==> config.mk <==
export PLATFORM = sky130hd
export DESIGN_NAME = prio_enc_queue
export DESIGN_NICKNAME = d
export VERILOG_FILES = /design/src/rtl/prio_enc_pkg.sv /design/src/rtl/prio_find.sv /design/src/rtl/prio_enc_queue.sv
export SDC_FILE = /design/constraint.sdc
export NUM_CORES = 1
export LEC_CHECK = 0
export CAP_MARGIN = 25
export CORE_MARGIN = 8
export CORE_UTILIZATION = 41
export CTS_CLUSTER_DIAMETER = 120
export CTS_CLUSTER_SIZE = 25
export DETAILED_ROUTE_END_ITERATION = 16
export PLACE_DENSITY = 0.9
export SLEW_MARGIN = 0
export SYNTH_ARGS = -nofsm -noshare
export SYNTH_HDL_FRONTEND = slang
export SYNTH_SLANG_ARGS = --single-unit
==> constraint.sdc <==
create_clock -name clk -period 3.2 [get_ports clk]
set_input_delay 0.32 -clock clk [delete_from_list [all_inputs] [get_ports clk]]
set_output_delay 0.32 -clock clk [all_outputs]
set_load 0.005 [all_outputs]
==> src/rtl/prio_enc_pkg.sv <==
// Shared constants and helpers for the registered priority-encoder queue.
// Selection modes and an index-to-one-hot helper sized for the largest supported N.
package prio_enc_pkg;

  localparam int MODE_FIXED = 0;
  localparam int MODE_RR    = 1;

  localparam int MAX_N = 256;

  // Callers truncate the result to their own width with a size cast.
  function automatic logic [MAX_N-1:0] idx_to_onehot(input int unsigned idx);
    return {{(MAX_N-1){1'b0}}, 1'b1} << idx;
  endfunction

endpackage

==> src/rtl/prio_find.sv <==
// Combinational wrap-around search: finds the first set bit of vec,
// starting at index start and moving downward (start, start-1, ..., 0, N-1, ...).
module prio_find #(
  parameter int N     = 8,
  parameter int IDX_W = $clog2(N)
) (
  input  logic [N-1:0]     vec,
  input  logic [IDX_W-1:0] start,
  output logic [IDX_W-1:0] idx,
  output logic             found
);

  int pos;

  always_comb begin
    idx   = '0;
    found = 1'b0;
    pos   = 0;
    for (int k = 0; k < N; k++) begin
      pos = (int'(start) >= k) ? int'(start) - k : int'(start) + N - k;
      if (!found && pos < N && vec[pos[IDX_W-1:0]]) begin
        found = 1'b1;
        idx   = IDX_W'(pos);
      end
    end
  end

endmodule

==> src/rtl/prio_enc_queue.sv <==
// Sticky request capture with one-index-per-handshake issue, using fixed
// (MSB-highest) or round-robin priority over the masked pending vector.
module prio_enc_queue
  import prio_enc_pkg::*;
#(
  parameter  int N     = 8,
  parameter  int MODE  = MODE_FIXED,
  localparam int IDX_W = $clog2(N)
) (
  input  logic             clk,
  input  logic             rst_n,
  input  logic [N-1:0]     req,
  input  logic [N-1:0]     mask,
  output logic             out_valid,
  input  logic             out_ready,
  output logic [IDX_W-1:0] out_idx,
  output logic             none_on,
  output logic [N-1:0]     pending
);

  logic [IDX_W-1:0] ptr;
  logic [IDX_W-1:0] start;
  logic [IDX_W-1:0] sel;
  logic [N-1:0]     elig;
  logic [N-1:0]     clr;
  logic             found;
  logic             load;

  assign elig  = pending & mask;
  assign start = (MODE == MODE_RR) ? ptr : IDX_W'(N - 1);

  prio_find #(
    .N     (N),
    .IDX_W (IDX_W)
  ) u_find (
    .vec   (elig),
    .start (start),
    .idx   (sel),
    .found (found)
  );

  assign load    = (!out_valid || out_ready) && found;
  assign clr     = load ? N'(idx_to_onehot(32'(sel))) : '0;
  assign none_on = !out_valid && !(|elig);

  // A request arriving on the bit being issued re-arms it as a fresh event.
  always_ff @(posedge clk or negedge rst_n) begin
    if (!rst_n) begin
      pending   <= '0;
      out_valid <= 1'b0;
      out_idx   <= '0;
      ptr       <= IDX_W'(N - 1);
    end else begin
      pending <= (pending & ~clr) | req;
      if (load) begin
        out_valid <= 1'b1;
        out_idx   <= sel;
        if (MODE == MODE_RR) begin
          ptr <= (sel == '0) ? IDX_W'(N - 1) : sel - 1'b1;
        end
      end else if (out_valid && out_ready) begin
        out_valid <= 1'b0;
      end
    end
  end

endmodule

==> results of run 1 <==
## worst max-delay path, cell delays in order
cell and delay [ns]:
clkdlybuf4s50_1 0.48, a22oi_2 0.29, nand2_2 0.13, nor4_1 0.24, clkdlybuf4s50_1 0.55
## cell type report
| class | instances | area [µm²] |
|---|---|---|
| Sequential cell | 12 | 300 |
| Clock buffer | 3 | 22.5 |
| Timing Repair Buffer | 31 | 310 |
| Multi-Input combinational cell | 49 | 322 |
| Fill cell | 125 | 497 |
| Tap cell | 16 | 20.0 |
## metrics by stage
step	hold WS, ns	area [µm²]	instances	setup WS (ns)	utilization
after floorplan	0.0244	626	62	1.73	-
after global placement	0.482	952	108	0.917	0.647
after detailed placement	0.507	952	108	0.880	0.647
after CTS	0.425	975	111	0.875	0.662
after global routing	0.455	975	111	0.818	0.662
final	0.402	975	111	0.869	0.662
## layer usage
| layer | share of wire | wire (µm) |
|---|---|---|
| met2 | 0.49 | 906 |
| met3 | 0.080 | 148 |
| met4 | 0.017 | 31 |
| met5 | 0 | 0 |
| met1 | 0.42 | 771 |
## cells in the final DEF (no fill, tap or decap), types with 2 or more instances in the layout
cell type        synthesis  routed
a22o_1                   4       4
a21o_1                   3       3
o21ai_0                  4       4
nor2_1                   8       8
nand3_1                  2       2
clkdlybuf4s50_1          0      31
a22oi_2                  3       3
a31oi_1                  3       3
a21oi_1                  2       2
nand2_1                  5       5
clkbuf_4                 0       3
dfrtp_1                 12      12
nand2b_1                 3       3
## kinds of logic after synthesis
group / count (synthesis)
DFF: 12
buffers and inverters: 1
muxes: 1
and+or+nand+nor: 24
AOI/OAI and AO/OA: 24
## sequential cells by signal (all words and copies together), names as in the netlist
name	cells
out_valid	1
pending	8
out_idx	3
## power by group
| group | switching (µW) | internal, µW | leakage, µW | total [µW] |
|---|---|---|---|---|
| Combinational | 34.4 | 51.5 | 0.000237 | 85.9 |
| Clock | 46.5 | 43.5 | 0.0000138 | 89.9 |
| Sequential | 7.73 | 160 | 0.000115 | 168 |
## worst min path at each step
| stage | start | end | slack, ns | depth (start not counted) |
|---|---|---|---|---|
| detailed placement | out_idx[0] | out_idx[0] | 0.51 | 1 |
| CTS | rst_n | pending[6] | 0.42 | 1 |
| global placement | out_idx[1] | out_idx[1] | 0.48 | 1 |
| global route | rst_n | pending[3] | 0.46 | 1 |
| floorplan | rst_n | out_idx[0] | 0.02 | 0 |
| finish | rst_n | pending[6] | 0.40 | 1 |
==> impl_results.rst, run 1 <==
.. list-table::
   :header-rows: 1

   * - Metric
     - Value
   * - Final critical-path share of the clock period
     - 0.728
   * - Final estimated routing congestion in global placement
     - 0.731
   * - Achievable frequency
     - 429 MHz
   * - Number of instances in the synthesized netlist
     - 62
   * - Shortest period the worst path allows
     - 2.33 ns
   * - Largest family of logic cells by synthesized area
     - compound AO/OA/AOI/OAI gates
   * - Latest clock arrival within the worst-skew pair
     - 0.26 ns
   * - Number of global-route vias before repair
     - 699
   * - Share of the synthesized netlist area taken by xor and xnor gates
     - 0
   * - Number of buffers created by CTS
     - 3
   * - Global-route total usage across every layer
     - 0.135
   * - Worst reg-to-reg setup slack
     - 1.62 ns
   * - Max-slew violations
     - 0
   * - Sequential fraction of the synthesis area
     - 0.480
   * - Placement Rows
     - 14
   * - Critical R2R Launch
     - pending[7]
   * - Global-route layer with the greatest usage
     - met2
   * - Total of flip-flops plus latches after synthesis
     - 12
   * - Clock transition time at the flip-flop clock pins of the worst setup and hold paths
     - 0.07 ns
   * - Post-synth cell types
     - 24
   * - Worst r2r path cells
     - 4
   * - Root Buffer Master
     - clkbuf_4
   * - Via density per instance
     - 5.79
   * - Compound-gate portion of the synthesized area
     - 0.312
   * - Critical path capture point
     - none_on
   * - Synth warn
     - 0
   * - Total power of the final layout
     - 344 µW
   * - Post-cts sizing count
     - 0
   * - Avg Inst Size Synth
     - 10.1 µm²
   * - Met2 Track Usage GR
     - 0.226
   * - First-pass GRT wire length
     - 2970 µm
   * - Worst Path Arrival
     - 2.01 ns
   * - Clock tree from TritonCTS
     - done
   * - Area growth syn-to-layout
     - 55.8%
   * - RSZ-0062 raised after global routing
     - false
   * - Floorplan die area
     - 3030 µm²
   * - Proportion of layout cells with a drive suffix above 1
     - 0.116
   * - Netlist area before placement
     - 626 µm²
   * - Tightest Hold Check Type
     - in -> async
   * - DRC viols
     - 0
   * - CP required
     - 2.88 ns
   * - Vias
     - 643
   * - Top-level I/O count
     - 32
   * - Proportion of synthesized flip-flops having asynchronous set or reset
     - 1.00
   * - Number of antenna violations at the first check in global routing
     - 0
   * - Met1 Resource Use GR
     - 0.149
   * - Total grt overflow
     - 0
   * - Post-synthesis share of cell area spent on and, or, nand and nor gates
     - 0.184
   * - ANT cells
     - 0
   * - Post-CTS Hold Fix Bufs
     - 0
   * - Critical R2R Capture
     - out_idx[0]
   * - Fraction of synthesized area in multiplexers
     - 0.0180
   * - HPWL after detailed placement
     - 1540 µm
   * - Iteration count of the initial detailed-routing pass
     - 4
   * - Fraction of post-synthesis cell area in the top cell type by area
     - 0.480
   * - Total number of H-tree levels
     - 1
   * - Number of buffer cells added on primary ports
     - 31
   * - Max-capacitance violation count
     - 0
   * - Vertical extent of the die
     - 55.1 µm
   * - Count of antenna-violating nets left after detailed routing
     - 0
   * - Kind of capture point of the worst setup path
     - output pin
   * - Area share of fa/ha/maj cells after synthesis
     - 0
   * - Maximum fanout count along the critical path
     - 5
   * - Initial cell density of the core
     - 0.425
   * - Total negative slack for setup checks
     - 0 ns
   * - DRC marker count from the first detailed-route iteration
     - 14
   * - # clock sinks
     - 12
   * - Total wire length
     - 1860 µm
   * - Pin count of the biggest net entering global routing
     - 13
   * - Top cells by area, synth
     - dfrtp_1 48%, a22oi_2 6.0%, a22o_1 5.6%
   * - Routed len/inst
     - 16.7 µm
   * - Synthesized netlist net count
     - 81
   * - Total setup violations reported at the end of the flow
     - 0
   * - Commonest register cell after synthesis
     - dfrtp_1
   * - Die outline width
     - 55.1 µm
   * - Leakage power of the design
     - 0.000366 µW
   * - Critical setup path kind
     - in -> out
   * - Worst IR Drop VDD
     - 0.000217 V
   * - Worst rel slew slack
     - 0.642
   * - Most frequent cells after synthesis
     - 12 x dfrtp_1, 8 x nor2_1, 5 x nand2_1
   * - Critical Path Source Type
     - input pin
   * - Cell taking the most area after synthesis
     - dfrtp_1
   * - Maximum clock skew at final layout
     - 0.000370 ns
   * - Slew @ Worst Pin
     - 0.536 ns
   * - Critical path startpoint
     - mask[7]
   * - Power Dens Cells
     - 353 nW/µm²
   * - Area of the core
     - 1470 µm²
   * - Met3 GRT Util
     - 0.0455
   * - Number of nets in the layout
     - 116
   * - Post-CTS setup buffer count
     - 0
   * - Outcome
     - finished clean
   * - Most frequently used cell type in the post-synthesis netlist
     - dfrtp_1
   * - Clock buffer depth
     - 2
   * - Post-synth EDFFs
     - 0
   * - Number of failing hold endpoints at the final stage
     - 0
Power figures use the tool's default switching activity.
==> inputs of run 2 (changes only) <==
--- a/config.mk
+++ b/config.mk
@@ -6,12 +6,13 @@
 export NUM_CORES = 1
 export LEC_CHECK = 0
 export CAP_MARGIN = 25
+export CORE_ASPECT_RATIO = 1.25
 export CORE_MARGIN = 8
-export CORE_UTILIZATION = 41
+export CORE_UTILIZATION = 38
 export CTS_CLUSTER_DIAMETER = 120
 export CTS_CLUSTER_SIZE = 25
 export DETAILED_ROUTE_END_ITERATION = 16
-export PLACE_DENSITY = 0.9
+export PLACE_DENSITY = 0.85
 export SLEW_MARGIN = 0
 export SYNTH_ARGS = -nofsm -noshare
 export SYNTH_HDL_FRONTEND = slang
==> constraint.sdc (replaced) <==
create_clock -name clk -period 2.4 [get_ports clk]
set_input_delay 0.24 -clock clk [delete_from_list [all_inputs] [get_ports clk]]
set_output_delay 0.24 -clock clk [all_outputs]
set_load 0.005 [all_outputs]
==> run 2 against run 1 <==
  * Combinational power increased by 33%
  * Die area rose by 5.8%
  * Worst setup slack got worse by 0.64 ns
  * Clock power grew 78%
  * Sequential power is 33% higher
  * Wire length is 4.8% lower
  * Cell count up 2.7%
  * Critical path depth decreased by 1
  * Utilization down 2.8 points
  * Register-to-register slack got worse by 0.78 ns
  * Flip-flop and latch count unchanged
  * Global-route usage shrank 2.4 points
  * Largest cell class unchanged
==> impl_results.rst, run 2 (synthesized netlist as in run 1, its figures left out) <==
.. list-table::
   :header-rows: 1

   * - Metric
     - Value
   * - Shortest period the worst path allows
     - 2.17 ns
   * - Clock tree from TritonCTS
     - done
   * - Area growth syn-to-layout
     - 58.4%
   * - Fill cell instance count of the final layout
     - 131 (+4.8%)
   * - Outcome
     - finished clean
   * - Floorplan die area
     - 3210 µm² (+5.8%)
   * - Crit-path cells
     - a22oi_2 > nand2_2 > nor4_1 > clkdlybuf4s50_1
   * - Placed insts
     - 110 (+1.9%)
   * - Register ranked first by flip-flop count
     - pending
   * - Global-route total usage across every layer
     - 0.111 (-0.0236)
   * - Total wire length
     - 1770 µm (-4.8%)
   * - Clock buffer depth
     - 2 (unchanged)
   * - Internal power
     - 374 µW (+47%)
   * - First-pass GRT wire length
     - 2770 µm (-7.0%)
   * - Number of buffers created by CTS
     - 3 (unchanged)
   * - Clock transition time at the flip-flop clock pins of the worst setup and hold paths
     - 0.08 ns (about the same)
   * - Max FFs per register
     - 8 (unchanged)
   * - Achievable frequency
     - 461 MHz
   * - Final critical-path share of the clock period
     - 0.903
   * - ANT cells
     - 0 (unchanged)
   * - Worst slack, placed
     - 0.244 ns (-0.636 ns)
   * - Post-route non-filler standard cell count
     - 114 (+2.7%)
   * - Commonest non-fill, non-tap cell in the layout
     - clkdlybuf4s50_1
   * - Worst IR Drop VDD
     - 0.000370 V (+70%)
   * - Vertical extent of the die
     - 61.4 µm (+11%)
   * - Max-capacitance violation count
     - 0 (unchanged)
   * - Iteration count of the initial detailed-routing pass
     - 4 (unchanged)
   * - Post-cts sizing count
     - 0 (unchanged)
   * - Total grt overflow
     - 0 (unchanged)
   * - Critical Path Source Type
     - flip-flop
   * - Sw frac
     - 0.247 (-0.0104)
   * - Maximum clock skew at final layout
     - 0.00213 ns (+0.00176 ns)
   * - P_sw
     - 123 µW (+39%)
   * - Latest clock arrival within the worst-skew pair
     - 0.27 ns (about the same)
   * - Via density per instance
     - 5.55 (-4.1%)
   * - Tightest Hold Check Type
     - in -> async
   * - CP required
     - 2.16 ns (-0.72 ns)
   * - Post-CTS Hold Fix Bufs
     - 0 (unchanged)
   * - Routed len/inst
     - 15.5 µm (-7.3%)
   * - Combined area of the multi-input logic cells
     - 322 µm² (unchanged)
   * - Critical setup path kind
     - reg -> out
   * - Area of the core
     - 1560 µm² (+6.1%)
   * - Setup slack of the critical path after layout
     - 0.233 ns (-0.636 ns)
   * - Post-CTS setup buffer count
     - 0 (unchanged)
   * - Total setup violations reported at the end of the flow
     - 0 (unchanged)
   * - Power Dens Cells
     - 502 nW/µm² (+42%)
   * - DRC marker count from the first detailed-route iteration
     - 16 (+2)
   * - Proportion of layout cells with a drive suffix above 1
     - 0.125 (+0.00921)
   * - Number of buffer cells added on primary ports
     - 31 (unchanged)
   * - Number of global-route vias before repair
     - 650 (-7.0%)
   * - HPWL after detailed placement
     - 1440 µm (-6.3%)
   * - Top library cells by usage in the layout, fill and taps aside
     - 31 x clkdlybuf4s50_1, 12 x dfrtp_1, 8 x nor2_1
   * - Initial cell density of the core
     - 0.401 (-0.0245)
   * - Number of antenna violations at the first check in global routing
     - 0 (unchanged)
   * - Kind of capture point of the worst setup path
     - output pin
   * - Worst Path Arrival
     - 1.93 ns (-0.08 ns)
   * - Root Buffer Master
     - clkbuf_4
   * - Crit path largest cell delay
     - 0.55 ns (about the same)
   * - Number of nets in the layout
     - 116 (unchanged)
   * - Relative contribution of sequential cells to total power
     - 0.449 (-0.040)
   * - Comb pwr share
     - 0.229 (-0.021)
   * - Placement Rows
     - 16 (+2)
   * - # clock sinks
     - 12 (unchanged)
   * - Max-slew violations
     - 0 (unchanged)
   * - Clock Power Share
     - 0.321 (+0.059)
   * - Total number of H-tree levels
     - 1 (unchanged)
   * - Count of antenna-violating nets left after detailed routing
     - 0 (unchanged)
   * - Pin count of the biggest net entering global routing
     - 13 (unchanged)
   * - DRC viols
     - 0 (unchanged)
   * - Die outline width
     - 52.3 µm (-5.0%)
   * - Leakage power of the design
     - 0.000373 µW (+2.0%)
   * - Final estimated routing congestion in global placement
     - 0.843 (+15%)
   * - RSZ-0062 raised after global routing
     - false
   * - Worst rel slew slack
     - 0.636 (-0.00580)
   * - Register cell area after layout
     - 300 µm² (unchanged)
   * - Leading registers by flop count
     - pending x8, out_idx x3, out_valid x1
   * - Number of failing hold endpoints at the final stage
     - 0 (unchanged)
   * - Vias
     - 633 (-1.6%)
   * - Top-level I/O count
     - 32 (unchanged)
   * - Slew @ Worst Pin
     - 0.545 ns (+0.00867 ns)
   * - Maximum fanout count along the critical path
     - 5 (unchanged)
   * - Total negative slack for setup checks
     - 0 ns (unchanged)
   * - Library cell contributing the largest single delay on the critical path
     - clkdlybuf4s50_1
[run 2: changes by cell type in the layout (fill, tap and decap cells not counted)]
cell / change
clkbuf_8: +1
[run 2: worst max-delay path, delay by kind of cell, from the launching register on]
| kind | cells | cell delay (ns) |
|---|---|---|
| AND/OR/NAND/NOR | 2 | 0.37 |
| flip-flops | 1 | 0.43 |
| AO/OA/AOI/OAI | 1 | 0.31 |
| buffers and inverters | 1 | 0.55 |
[run 2: final timing paths]
| kind | startpoint | to | slack (ns) | depth (start not counted) |
|---|---|---|---|---|
| min | rst_n | out_idx[0] | 0.32 | 1 |
| max | pending[7] | none_on | 0.23 | 4 |
| min reg2reg | out_idx[2] | out_idx[2] | 0.51 | 1 |
| max reg2reg | pending[7] | out_idx[0] | 0.84 | 4 |
| max in group asynchronous | rst_n | pending[6] | 1.72 | 1 |
| min in group clk | out_idx[2] | out_idx[2] | 0.51 | 1 |
[run 2: area by class of cell]
class	instances	area share
well taps	18	0.0227
repair buffers	31	0.313
multi-input cells	49	0.324
flip-flops and latches	12	0.303
clock buffers	4	0.0366
[run 2: power groups by stage]
stage | sequential (µW) | combinational [µW] | clock [µW]
after global placement | 227 | 113 | 0
after CTS | 224 | 115 | 164
final | 223 | 114 | 160
after detailed placement | 228 | 115 | 0
after global routing | 225 | 123 | 176
after floorplan | 227 | 43.7 | 0
[run 2: per-stage QoR]
step | util | hold WS (ns) | total power [µW] | area (µm²)
2_1_floorplan | - | -0.0556 | 271 | 626
3_3_place_gp | 0.611 | 0.485 | 339 | 955
3_5_place_dp | 0.611 | 0.496 | 343 | 955
4_1_cts | 0.635 | 0.338 | 503 | 991
5_1_grt | 0.635 | 0.342 | 524 | 991
6_report | 0.635 | 0.319 | 497 | 991
[run 2: routing by layer]
| metal | track usage | wire length (µm) |
|---|---|---|
| met4 | 0.0556 | 0 |
| met2 | 0.185 | 946 |
| met5 | 0 | 0 |
| met3 | 0.0290 | 92 |
| met1 | 0.128 | 729 |
